### src/rtl/cpu_regfile_mp.sv
// cpu_regfile_mp: multi-port register file with write->read bypass, x0 hardwire and a sequential clear engine
module cpu_regfile_mp #(
  parameter int XLEN    = 32,
  parameter int NREGS   = 32,
  parameter int NREAD   = 2,
  parameter int NWRITE  = 1,
  parameter int BYPASS  = 1,
  parameter int ZERO_R0 = 1,
  localparam int AW     = $clog2(NREGS)
) (
  input  logic                    clk_i,
  input  logic                    rst_i,
  input  logic                    clear_i,
  output logic                    ready_o,
  input  logic [NREAD*AW-1:0]     raddr_i,
  output logic [NREAD*XLEN-1:0]   rdata_o,
  input  logic [NWRITE-1:0]       we_i,
  input  logic [NWRITE*AW-1:0]    waddr_i,
  input  logic [NWRITE*XLEN-1:0]  wdata_i
);
  typedef enum logic {CLEAR = 1'b0, RUN = 1'b1} state_t;
  localparam logic [AW:0] LAST = (AW+1)'(NREGS-1);
  state_t state, state_nx;
  logic [AW:0] cnt, cnt_nx;
  logic [XLEN-1:0] regs [NREGS];
  function automatic logic legal(input logic [AW-1:0] a);
    return ({1'b0, a} < (AW+1)'(NREGS)) && !(ZERO_R0 != 0 && a == '0);
  endfunction
  always_ff @(posedge clk_i or posedge rst_i) begin
    if (rst_i) begin
      state <= CLEAR;
      cnt   <= '0;
    end else begin
      state <= state_nx;
      cnt   <= cnt_nx;
    end
  end
  // a clear request while already clearing restarts the sweep from entry 0
  always_comb begin
    state_nx = state;
    cnt_nx   = cnt;
    if (state == CLEAR) begin
      cnt_nx   = clear_i ? '0 : cnt + 1'b1;
      state_nx = (!clear_i && cnt == LAST) ? RUN : CLEAR;
    end else if (clear_i) begin
      state_nx = CLEAR;
      cnt_nx   = '0;
    end
  end
  assign ready_o = (state == RUN);
  // later ports overwrite earlier ones, so the highest-indexed port wins a conflict
  always_ff @(posedge clk_i) begin
    if (state == CLEAR)
      regs[cnt[AW-1:0]] <= '0;
    else
      for (int p = 0; p < NWRITE; p++)
        if (we_i[p] && legal(waddr_i[p*AW +: AW]))
          regs[waddr_i[p*AW +: AW]] <= wdata_i[p*XLEN +: XLEN];
  end
  for (genvar r = 0; r < NREAD; r++) begin : g_rd
    logic [AW-1:0]   ra;
    logic [XLEN-1:0] v;
    assign ra = raddr_i[r*AW +: AW];
    always_comb begin
      v = regs[ra];
      for (int q = 0; q < NWRITE; q++)
        if (BYPASS != 0 && we_i[q] && waddr_i[q*AW +: AW] == ra)
          v = wdata_i[q*XLEN +: XLEN];
    end
    assign rdata_o[r*XLEN +: XLEN] = (ready_o && legal(ra)) ? v : '0;
  end
endmodule

### config.mk
export PLATFORM = sky130hd
export DESIGN_NAME = cpu_regfile_mp
export DESIGN_NICKNAME = d
export VERILOG_FILES = /design/src/rtl/cpu_regfile_mp.sv
export SDC_FILE = /design/constraint.sdc
export NUM_CORES = 1
export LEC_CHECK = 0
export BUFFER_PORTS_ARGS = -buffer_cell sky130_fd_sc_hd__buf_4
export CORE_AREA = 2 2 356 358
export CTS_CLUSTER_DIAMETER = 200
export DETAILED_ROUTE_END_ITERATION = 6
export DIE_AREA = 0 0 358 360
export PLACE_DENSITY_LB_ADDON = 0.05
export SYNTH_ARGS = -nofsm -noshare
export SYNTH_HDL_FRONTEND = slang
export SYNTH_SLANG_ARGS = --single-unit
### constraint.sdc
create_clock -name clk_i -period 3.8 [get_ports clk_i]
set_input_delay 0.38 -clock clk_i [delete_from_list [all_inputs] [get_ports clk_i]]
set_output_delay 0.38 -clock clk_i [all_outputs]
set_load 0.01 [all_outputs]
; ---- Word level (Yosys, flattened, before mapping)
; Memories as Yosys holds them, arrays and structs flattened.
; Index checks and enable logic that the tools add are counted.
; W data, S select, Z words.
[word_totals]
memories = 1
mem_bits_rw = 1024
latch_bits = 0
elab_cells = 39
romBits = 0
output_inout_bits = 65
ff_bits = 7
[classes]
bitwise_logic = 0
addsub = 1
order_cmp = 0
reduce_logical = 14
muxes = 17
n_eq_ne = 4
mul = 0
n_shift = 0
div = 0
[mem_list]
columns = name, depth, width, read_ports, rd_ports_with_merged_regs, wr, line_no
row1 = regs, 32, 32, 2, 0, 1, 25  ; logic [XLEN-1:0] regs [NREGS];
[ops]
columns = op, count
row1 = $mux W32, 5
row2 = $reduce_or A32 Y1, 1
row3 = $mux W6, 3
row4 = $logic_not A5 Y1, 3
row5 = $eq A5 B5 Y1, 2
row6 = $mux W1, 8
row7 = $add A6 B1 Y6 const B, 1
row8 = $eq A6 B5 Y1 const B, 1
row9 = $logic_and A1 B1 Y1, 6
row10 = $mux W5, 1
row11 = $logic_not A1 Y1, 4
row12 = $ne A2 B2 Y1 const B, 1

; ---- Logic depth before layout (Yosys ltp)
; Gate-level depths: netlist of run 1.
[logic_depth]
word_depth = 8
ltp_mapped = 10
depth_no_buf = 5

; ---- Worst setup path after synthesis of run 1
; OpenSTA, ideal clock, no wires.
[synth_timing]
kind = input-to-reg
from = input port waddr_i[2]
to = memory regs[0][0], enable pin
path_buffers = 3
slack_ns = 0.237
stages = 8
t_required_ns = 3.379
arrival_ns = 3.142
setup_ns = 0.421
cell_sequence = buf_2 -> or3_1 -> o311a_1 -> buf_2 -> buf_2 -> nor4_1 -> a21oi_1 -> nor2_1
[synth_via]
elab_chain_cells = 8
word_cells_on_any_way = 9
[synth_lines]
columns = item, line_no
row1 = start: declaration, 18  ; input logic [NWRITE*AW-1:0] waddr_i,
row2 = $logic_not A5 Y1, 27  ; return ({1'b0, a} < (AW+1)'(NREGS)) && !(ZERO_R0 != 0 && a == '0);
row3 = $logic_not A1 Y1, 27
row4 = $logic_and A1 B1 Y1, 57  ; if (we_i[p] && legal(waddr_i[p*AW +: AW]))
row5 = $mux W1, 57
row6 = $mux W1, 53  ; if (state == CLEAR)
row7 = $mux W1 (implied by the code), 58  ; regs[waddr_i[p*AW +: AW]] <= wdata_i[p*XLEN +: XLEN];
row8 = $reduce_or A32 Y1 (no line), -
row9 = $mux W5 (no line) / $mux W1 (equally long branches), -
row10 = end: declaration, 25
; Several ways; a longest one is shown, not always the timed one.

==> results of run 1 <==
[timing repair]
| action | 4_1_cts | 5_1_grt |
|---|---|---|
| hold endpoints to repair | 14 | 0 |
| setup endpoints to repair | 0 | 0 |
| hold buffers | 2 | 0 |
[worst max-delay path, stage by stage, from the launching register on]
cell and delay (ps):
edfxtp_1 420, mux4_2 460, a22oi_1 520, nand2_1 430, a32o_1 410, buf_12 130, buf_4 130
[placed cells by master (no fill, tap or decap), types with 27 or more instances in the layout]
cell	synthesis	routed
buf_12	0	59
and2_1	34	32
mux2i_1	255	255
a221o_1	31	31
nand3_1	36	36
o21ai_1	33	32
clkinv_2	0	30
nor2_4	0	35
clkbuf_16	0	117
mux4_2	386	386
a21oi_1	27	27
edfxtp_1	1024	1024
o22ai_1	32	32
a22oi_1	58	58
o221ai_1	31	31
nand2_1	43	43
a221oi_1	63	63
nand2b_1	33	33
buf_4	16	271
a22o_1	70	70
nor2_1	88	54
a211oi_1	51	51
o211ai_1	30	30
a31oi_1	34	32
[layer usage]
metal | track usage (%) | vias to the layer above | wire length, µm
li1 | - | 12000 | -
met1 | 41.3 | 16700 | 79000
met2 | 43.9 | 1578 | 84300
met3 | 4.57 | 309 | 13300
met4 | 7.58 | 0 | 5140
met5 | 0 | - | 0
[cell type report]
cell class / instances / area share (%)
sequential: 1031 / 54.3
inverter: 7 / 0.0484
clock buffer: 132 / 5.24
multi-input combinational: 1410 / 29.5
clock inverter: 80 / 1.42
tap: 1650 / 3.63
timing repair buffer: 338 / 5.83
[power groups by stage]
| stage | logic, mW | registers (mW) | clock network (mW) |
|---|---|---|---|
| 3_3_place_gp | 2.00 | 12.7 | 0 |
| 2_1_floorplan | 1.15 | 12.7 | 0 |
| 5_1_grt | 2.09 | 12.5 | 12.0 |
| 3_5_place_dp | 2.00 | 12.7 | 0 |
| 6_report | 2.01 | 12.5 | 11.3 |
| 4_1_cts | 2.01 | 12.5 | 11.5 |
[synth_stat cells (all sizes together) (8+ instances only)]
cell type / number
a2111oi: 11
a211oi: 51
a21oi: 27
a221o: 31
a221oi: 63
a22o: 70
a22oi: 58
a31oi: 34
and2: 34
buf: 140
clkbuf: 97
edfxtp: 1024
mux2i: 255
mux4: 386
nand2: 43
nand2b: 33
nand3: 36
nor2: 89
nor2b: 8
nor3: 9
o211ai: 30
o21ai: 36
o221ai: 31
o22ai: 32
xor2: 8
[state kept, by name, summed over array words and instances, names as in the netlist]
register and flops:
regs 1024, cnt 6, ready_o 1
[worst max path at each step]
stage	from	end	slack, ps	cells after the start
floorplan	waddr_i[2]	regs[0][0]$_DFFE_PP_	240	8
global placement	raddr_i[0]	rdata_o[19]	280	10
detailed placement	raddr_i[2]	rdata_o[19]	270	9
CTS	regs[10][30]$_DFFE_PP_	rdata_o[30]	160	6
global route	regs[10][30]$_DFFE_PP_	rdata_o[30]	120	6
finish	regs[10][30]$_DFFE_PP_	rdata_o[30]	170	6
[cells by family after synthesis]
group           Yosys count
flops                  1031
mux                     641
compound gates          483
simple gates            270
buf+inv                 244
xor+xnor                 15
fa+ha+maj                 1
[metrics by stage]
| stage | power [mW] | util, % |
|---|---|---|
| after detailed placement | 14.7 | 42.5 |
| after CTS | 26.0 | 45.6 |
| after global routing | 26.6 | 45.6 |
| final | 25.9 | 45.6 |
| after floorplan | 13.9 | - |
| after global placement | 14.7 | 42.5 |
==> impl_results.md, run 1 <==
- Synth Area in Compound Gates: 7.65%
- Main combinational cell family by area after synthesis: multiplexers
- Pint: 19.9 mW
- Mapped Nets: 2737
- GR Util All Layers: 28.3%
- Total vias in the final route: 30600
- Seq pwr share: 48.4%
- Final-report max-slew violation count: 0
- Port bufs: 115
- Skew-Pair Late Insertion Delay: 750 ps
- RR Endpoint: regs[3][14]$_DFFE_PP_
- Post-layout min period: 3630 ps
- Final instance area: 0.0569 mm²
- Post-DP HPWL: 108000 µm
- Reg2reg setup slack: 820 ps
- Post-CTS setup buffers: 0
- Clock tree buffer depth: 3
- Final hold slack: 146 ps
- Yosys cell types: 53
- Clk pwr share: 43.9%
- PD cells: 454 mW/mm²
- CTS tree: done
- Peak supply drop: 600 µV
- Die Footprint: 0.129 mm²
- Clk pin slew, worst setup/hold paths: 60 ps
- # fillers: 10800
- Worst Hold Class: input pin to asynchronous set/reset pin
- Cell count after placement: 4434
- Async S/R FF share, synth: 0.679%
- Post-Synth Adder-Cell Area: 0.0258%
- Post_cts resized: 0
- P_leak: 20.0 nW
- Post-synthesis xor/xnor area fraction: 0.271%
- Synth area leaders: edfxtp_1, mux4_2, mux2i_1
- Syn avg cell area: 18.1 µm²
- Total grt overflow: 0
- Initial Util: 38.9%
- MaxCap Viol Count: 0
- Predominant post-synthesis flop cell: edfxtp_1
- Number of global-route vias before repair: 30900
- CP Max Fanout: 2
- Starting DRT DRC Count: 3795
- Nets: 2954
- Unrepaired setup endpoints after global routing: false
- Inserted Diodes: 0
- Ys Warns: 0
- Synth-to-Final Area Change: 17.2%
- H-tree depth: 3
- Top cell type's share of synthesized area: 63.3%
- Setup TNS: 0 ps
- Layout cells sized above 1: 31.7%
- First-pass GRT wire length: 252000 µm
- Synthesis-stage register bit count: 1031
- Switch Pwr: 6.00 mW
- Routed Antenna Nets: 0
- Root buffer cell: clkbuf_16
- GPL Wtd Cong: 0.816
- Actual slew at the worst max-slew pin: 1120 ps
- Vias per std cell: 6.59
- DP Worst Slack: 270 ps
- Site Rows: 130
- Setup violations, final: 0
- Comb power frac: 7.8%
- Register area share after synthesis: 63.7%
- Crit path DAT: 3250 ps
- Hold Vio Cnt, Final: 0
- Setup crit end kind: output port
- Drt first pass iters: 5
- Placed inst area: 0.0531 mm²
- Area occupied by registers: 0.0309 mm²
- TritonCTS Buffers: 114
- Core area: 0.125 mm²
- Final Worst Setup Slack: 170 ps
- Height of the chip: 360 µm
- Finished Layout Cells: 4648
- Initial antenna violation count: 4
- Worst EP required: 3420 ps
- Clock sink count: 1031
- Gate Count Post-Synth: 2685
- CP Launch Type: register
- Setup CP Type: register to output port
- Multi-input logic area: 0.0168 mm²
- Worst r2r src: ready_o$_DFF_PP0_
- Die X: 358 µm
- Worst r2r path cells: 4
- Largest net degree at the start of global routing: 50
- Post-synth top area cell: edfxtp_1
- Simple-gate share of the synthesized area: 2.73%
- Final period utilization: 95.5%
- Post-synth EDFFs: 1024
- Residual DRC: 0
- Status: complete, no violations
- Max-slew headroom: 25.2%
- Clock Skew: 30.8 ps
- WL/cell: 39.1 µm
- Net Sw Frac: 23.2%
- I/O pin cnt: 116
- F_max: 275 MHz
- WL final: 182000 µm
- Syn Std Cell Area: 0.0486 mm²
- Mux cell area share after synthesis: 23.2%
No activity file was read; power rests on OpenSTA's default activity.
==> run 2, diff against run 1 <==
Settings changed: MAX_ROUTING_LAYER from default to met4.
==> impl_results.md, run 2 (same netlist as run 1, synthesis figures left out) <==
- MaxCap Viol Count: 0 (unchanged)
- Final Worst Setup Slack: 94.4 ps (-75.6 ps)
- CP Launch Type: register
- Fin util: 45.6% (unchanged)
- Routed Antenna Nets: 0 (unchanged)
- Cell count after placement: 4434 (unchanged)
- Setup TNS: 0 ps (unchanged)
- CP max stage cell: a22oi_1
- Clock tree buffer depth: 3 (unchanged)
- Final hold slack: 149 ps (+3.04 ps)
- Layout cells sized above 1: 31.7% (unchanged)
- Number of flip-flops in the largest register: 1024 (unchanged)
- Number of global-route vias before repair: 30800 (-0.32%)
- Peak supply drop: 602 µV (+0.27%)
- Comb power frac: 7.8% (about the same)
- Die X: 358 µm (unchanged)
- Skew-Pair Late Insertion Delay: 750 ps (about the same)
- Worst EP required: 3420 ps (about the same)
- Finished Layout Cells: 4648 (unchanged)
- Switch Pwr: 6.00 mW (about the same)
- F_max: 270 MHz (-2.0%)
- Status: complete, no violations
- GPL Wtd Cong: 0.828 (+1.5%)
- Total grt overflow: 0 (unchanged)
- Post-layout min period: 3710 ps (+75.6 ps)
- TritonCTS Buffers: 114 (unchanged)
- Height of the chip: 360 µm (unchanged)
- Clk pin slew, worst setup/hold paths: 60 ps (about the same)
- CP peak stage delay: 560 ps (+40 ps)
- Hold Vio Cnt, Final: 0 (unchanged)
- Final period utilization: 97.5% (+2.0 points)
- Inserted Diodes: 0 (unchanged)
- WL/cell: 39.1 µm (about the same)
- Cell family with most CP delay: compound AO/OA/AOI/OAI gates
- Actual slew at the worst max-slew pin: 1110 ps (-12.9 ps)
- Post-DP HPWL: 108000 µm (unchanged)
- Uppermost layer routed: met4
- PD cells: 454 mW/mm² (about the same)
- Nets: 2954 (unchanged)
- Vias per std cell: 6.59 (about the same)
- Most frequent cells in the layout: edfxtp_1, mux4_2, buf_4
- Worst r2r src: ready_o$_DFF_PP0_
- Starting DRT DRC Count: 3905 (+2.9%)
- P_leak: 20.0 nW (unchanged)
- Total vias in the final route: 30600 (-0.0033%)
- Clk pwr share: 43.9% (about the same)
- WL final: 182000 µm (about the same)
- Core area: 0.125 mm² (unchanged)
- Max-slew headroom: 26.1% (+0.86 points)
- Unrepaired setup endpoints after global routing: false
- Crit path DAT: 3330 ps (+80 ps)
- Seq pwr share: 48.4% (about the same)
- Worst Hold Class: input pin to asynchronous set/reset pin
- Port bufs: 115 (unchanged)
- Clock sink count: 1031 (unchanged)
- Residual DRC: 0 (unchanged)
- Drt first pass iters: 5 (unchanged)
- Pint: 19.9 mW (about the same)
- WL met3: 13300 µm (-0.32%)
- Largest net degree at the start of global routing: 50 (unchanged)
- DP Worst Slack: 270 ps (unchanged)
- Most common cell after layout, fill and taps aside: edfxtp_1
- Metal2 WL: 84600 µm (+0.43%)
- First-pass GRT wire length: 252000 µm (about the same)
- CP Max Fanout: 2 (unchanged)
- H-tree depth: 3 (unchanged)
- Metal-1 WL: 79100 µm (+0.12%)
- Initial antenna violation count: 5 (+1)
- WP buf/inv: 2 (unchanged)
- Setup crit end kind: output port
- CP startpoint: regs[10][30]$_DFFE_PP_
- Setup violations, final: 0 (unchanged)
- Post_cts resized: 0 (unchanged)
- Initial Util: 38.9% (unchanged)
- Site Rows: 130 (unchanged)
- Clock Skew: 28.8 ps (-2.03 ps)
- Die Footprint: 0.129 mm² (unchanged)
- Net Sw Frac: 23.2% (about the same)
- Final-report max-slew violation count: 0 (unchanged)
- Root buffer cell: clkbuf_16
- GR Util All Layers: 29.1% (+0.86 points)
- CP Cell Sequence: mux4_2, a22oi_1, nand2_1, a32o_1, buf_12, buf_4
- CTS tree: done
- Synth-to-Final Area Change: 17.2% (unchanged)
- Setup CP Type: register to output port
- I/O pin cnt: 116 (unchanged)
==> run 2: cell counts in the layout (fill, tap and decap cells not counted) <==
Identical to the previous run, type by type.
==> run 2: worst paths after layout <==
check | to | slack, ps | cells after the start
setup reg to reg | regs[3][14]$_DFFE_PP_ | 810 | 4
max in group asynchronous | cnt[0]$_DFFE_PP0P_ | 3440 | 3
hold reg to reg | cnt[5]$_DFFE_PP0P_ | 570 | 2
setup / recovery | rdata_o[30] | 90 | 6
hold / removal | cnt[3]$_DFFE_PP0P_ | 150 | 3
min in group clk_i | regs[24][25]$_DFFE_PP_ | 320 | 3
==> run 2: final cells by class <==
type,count,area [µm²]
sequential,1031,30900
clock inverter,80,811
fill,10800,68000
clock buffer,132,2980
multi-input combinational,1410,16800
tap,1650,2060
inverter,7,27.5
timing repair buffer,338,3320
==> run 2: metrics by stage <==
stage,total power [mW],cell area (µm²)
floorplan,13.9,48600
global placement,14.7,53100
detailed placement,14.7,53100
CTS,26.0,56900
global route,26.6,56900
finish,25.9,56900
==> run 2: repair_timing <==
| item | CTS | global route |
|---|---|---|
| hold endpoints to repair | 14 | 0 |
| hold buffers | 2 | 0 |
| buffers inserted | 0 | 0 |
==> run 2: power by group through the flow <==
stage          Clock, mW  Sequential (mW)  Combinational [mW]
3_3_place_gp           0             12.7                2.00
2_1_floorplan          0             12.7                1.15
5_1_grt             12.0             12.5                2.09
4_1_cts             11.5             12.5                2.01
6_report            11.3             12.5                2.01
3_5_place_dp           0             12.7                2.00
==> run 2: metal layers <==
layer / GRT usage [%] / vias to the layer above
li1: - / 12000
met1: 41.5 / 16700
met2: 44.1 / 1588
met3: 4.24 / 296
met4: 7.22 / 0
met5: - / -
==> run 2: worst reg2reg max path: stages, from the launching register on <==
cell     delay, ps
dfrtp_1        330
buf_4          230
o311a_2        620
buf_4          580
and2_1         900
==> run 3, diff against run 2 <==
Settings changed: CORE_AREA 2 2 356 358 to 2 2 315 317, DIE_AREA 0 0 358 360 to 0 0 317 319.
==> impl_results.md, run 3 (same netlist as run 1, synthesis figures left out) <==
- Core area: 0.0977 mm² (-22%)
- WL/cell: 38.9 µm (-0.66%)
- Layout cells sized above 1: 30.1% (-1.7 points)
- WP buf/inv: 4 (+2)
- Seq pwr share: 50.6% (+2.2 points)
- Clock sink count: 1031 (unchanged)
- Crit path DAT: 3210 ps (-120 ps)
- Die Footprint: 0.101 mm² (-22%)
- Nets: 2909 (-1.5%)
- Critical path depth: 7 (+1)
- Synth-to-Final Area Change: 14.5%
- Site Rows: 115 (-12%)
- First-pass GRT wire length: 231000 µm (-8.4%)
- Height of the chip: 319 µm (-11%)
- Clk pwr share: 41.6% (-2.3 points)
- Final-report max-slew violation count: 0 (unchanged)
- Net Sw Frac: 23.2% (-0.045 points)
- Final instance area: 0.0556 mm² (-2.3%)
- CP startpoint: ready_o$_DFF_PP0_
- Cell family with most CP delay: compound AO/OA/AOI/OAI gates
- Total grt overflow: 0 (unchanged)
- Status: complete, no violations
- Post_cts resized: 0 (unchanged)
- CTS tree: done
- Root buffer cell: clkbuf_16
- Post-DP HPWL: 98100 µm (-9.0%)
- Pint: 19.0 mW (-4.3%)
- GR Util All Layers: 33.7% (+4.6 points)
- H-tree depth: 3 (unchanged)
- CP Max Fanout: 18 (+16)
- Clock tree buffer depth: 3 (unchanged)
- CP max stage cell: a31oi_4
- Starting DRT DRC Count: 3918 (+0.33%)
- P_leak: 19.6 nW (-2.3%)
- Total vias in the final route: 30700 (+0.13%)
- Worst EP required: 3420 ps (about the same)
- Worst Hold Class: input pin to asynchronous set/reset pin
- Most frequent cells in the layout: edfxtp_1, mux4_2, mux2i_1
- Worst r2r path cells: 6 (+2)
- Final period utilization: 94.3% (-3.2 points)
- Number of flip-flops in the largest register: 1024 (unchanged)
- PD cells: 445 mW/mm² (-2.1%)
- Unrepaired setup endpoints after global routing: false
- Drt first pass iters: 6 (+1)
- Most common cell after layout, fill and taps aside: edfxtp_1
- Setup crit end kind: output port
- CP Cell Sequence: buf_4, o31ai_1, buf_4, a31oi_4, buf_4, a22o_1, buf_4
- Initial Util: 49.7% (+11 points)
- Worst r2r src: ready_o$_DFF_PP0_
- Setup TNS: 0 ps (unchanged)
- Placed inst area: 0.0522 mm² (-1.6%)
- Post-layout min period: 3590 ps (-121 ps)
- Max-slew headroom: 19.2% (-6.9 points)
- Clk pin slew, worst setup/hold paths: 50 ps (about the same)
- Hold Vio Cnt, Final: 0 (unchanged)
- TritonCTS Buffers: 110 (-3.5%)
- WL final: 164000 µm (-9.6%)
- Largest net degree at the start of global routing: 66 (+32%)
- Vias per std cell: 7.24 (+10%)
- Crit-path most repeated cell: buf_4
- GPL Wtd Cong: 0.874 (+5.6%)
- Number of global-route vias before repair: 30700 (-0.11%)
- Port bufs: 115 (unchanged)
- Residual DRC: 0 (unchanged)
- F_max: 279 MHz (+3.4%)
- Die X: 317 µm (-11%)
- CP Launch Type: register
- Setup CP Type: register to output port
- Setup violations, final: 0 (unchanged)
- Clock Skew: 25.7 ps (-3.13 ps)
- Skew-Pair Late Insertion Delay: 710 ps (-40 ps)
- Post-CTS setup buffers: 0 (unchanged)
- Actual slew at the worst max-slew pin: 1200 ps (+87.8 ps)
- Initial antenna violation count: 3 (-2)
- Routed Antenna Nets: 0 (unchanged)
- CP peak stage delay: 730 ps (+170 ps)
- Switch Pwr: 5.73 mW (-4.5%)
- Peak supply drop: 346 µV (-42%)
- MaxCap Viol Count: 0 (unchanged)
- Comb power frac: 7.8% (about the same)
- I/O pin cnt: 116 (unchanged)
run 3: final cells by class:
| cell class | instances | area [µm²] |
|---|---|---|
| fillers | 7362 | 42100 |
| clock inverters | 64 | 512 |
| clock buffers | 132 | 2860 |
| well taps | 1287 | 1610 |
| flip-flops and latches | 1031 | 30900 |
| multi-input cells | 1410 | 16800 |
| inverters | 7 | 27.5 |
| diodes | 3 | 7.51 |
| repair buffers | 297 | 2900 |
run 3: through the flow:
stage | worst slack, ps | hold slack [ps] | utilization, % | cells | power (mW)
3_3_place_gp | 509 | 324 | 53.5 | 4030 | 14.6
4_1_cts | 243 | 180 | 56.9 | 4228 | 24.8
5_1_grt | 167 | 224 | 56.9 | 4229 | 25.3
3_5_place_dp | 487 | 331 | 53.5 | 4030 | 14.7
2_1_floorplan | 237 | 183 | - | 2685 | 13.9
6_report | 215 | 200 | 56.9 | 4231 | 24.7
run 3: tightest hold or removal path: cells and delay by family:
family / cells / cell delay [ps]
buf+inv: 3 / 880
run 3: power groups by stage:
stage	clock [mW]	sequential, mW	combinational, mW
floorplan	0	12.7	1.15
global placement	0	12.7	1.91
detailed placement	0	12.7	1.91
CTS	10.4	12.5	1.92
global route	10.8	12.5	2.01
finish	10.3	12.5	1.94
run 3: path summary, 6_finish.rpt:
kind | end | slack (ps)
max | rdata_o[12] | 210
min | cnt[2]$_DFFE_PP0P_ | 200
max reg2reg | regs[31][22]$_DFFE_PP_ | 880
min reg2reg | cnt[5]$_DFFE_PP0P_ | 590
max in group asynchronous | cnt[5]$_DFFE_PP0P_ | 3390
min in group clk_i | regs[9][25]$_DFFE_PP_ | 370
run 3: per-layer routing:
layer  track usage, %  share of wire [%]  vias up
li1                 -                  -    11900
met1             46.7                 40    16500
met2             50.7                 47     1888
met3             5.89                9.4      363
met4             11.8                3.7        0
met5                -                  0        -
run 3: timing repair:
action / 4_1_cts / 5_1_grt
endpoints found under the hold margin: 14 / 0
endpoints found under the setup margin: 0 / 0
hold buffers: 2 / 0
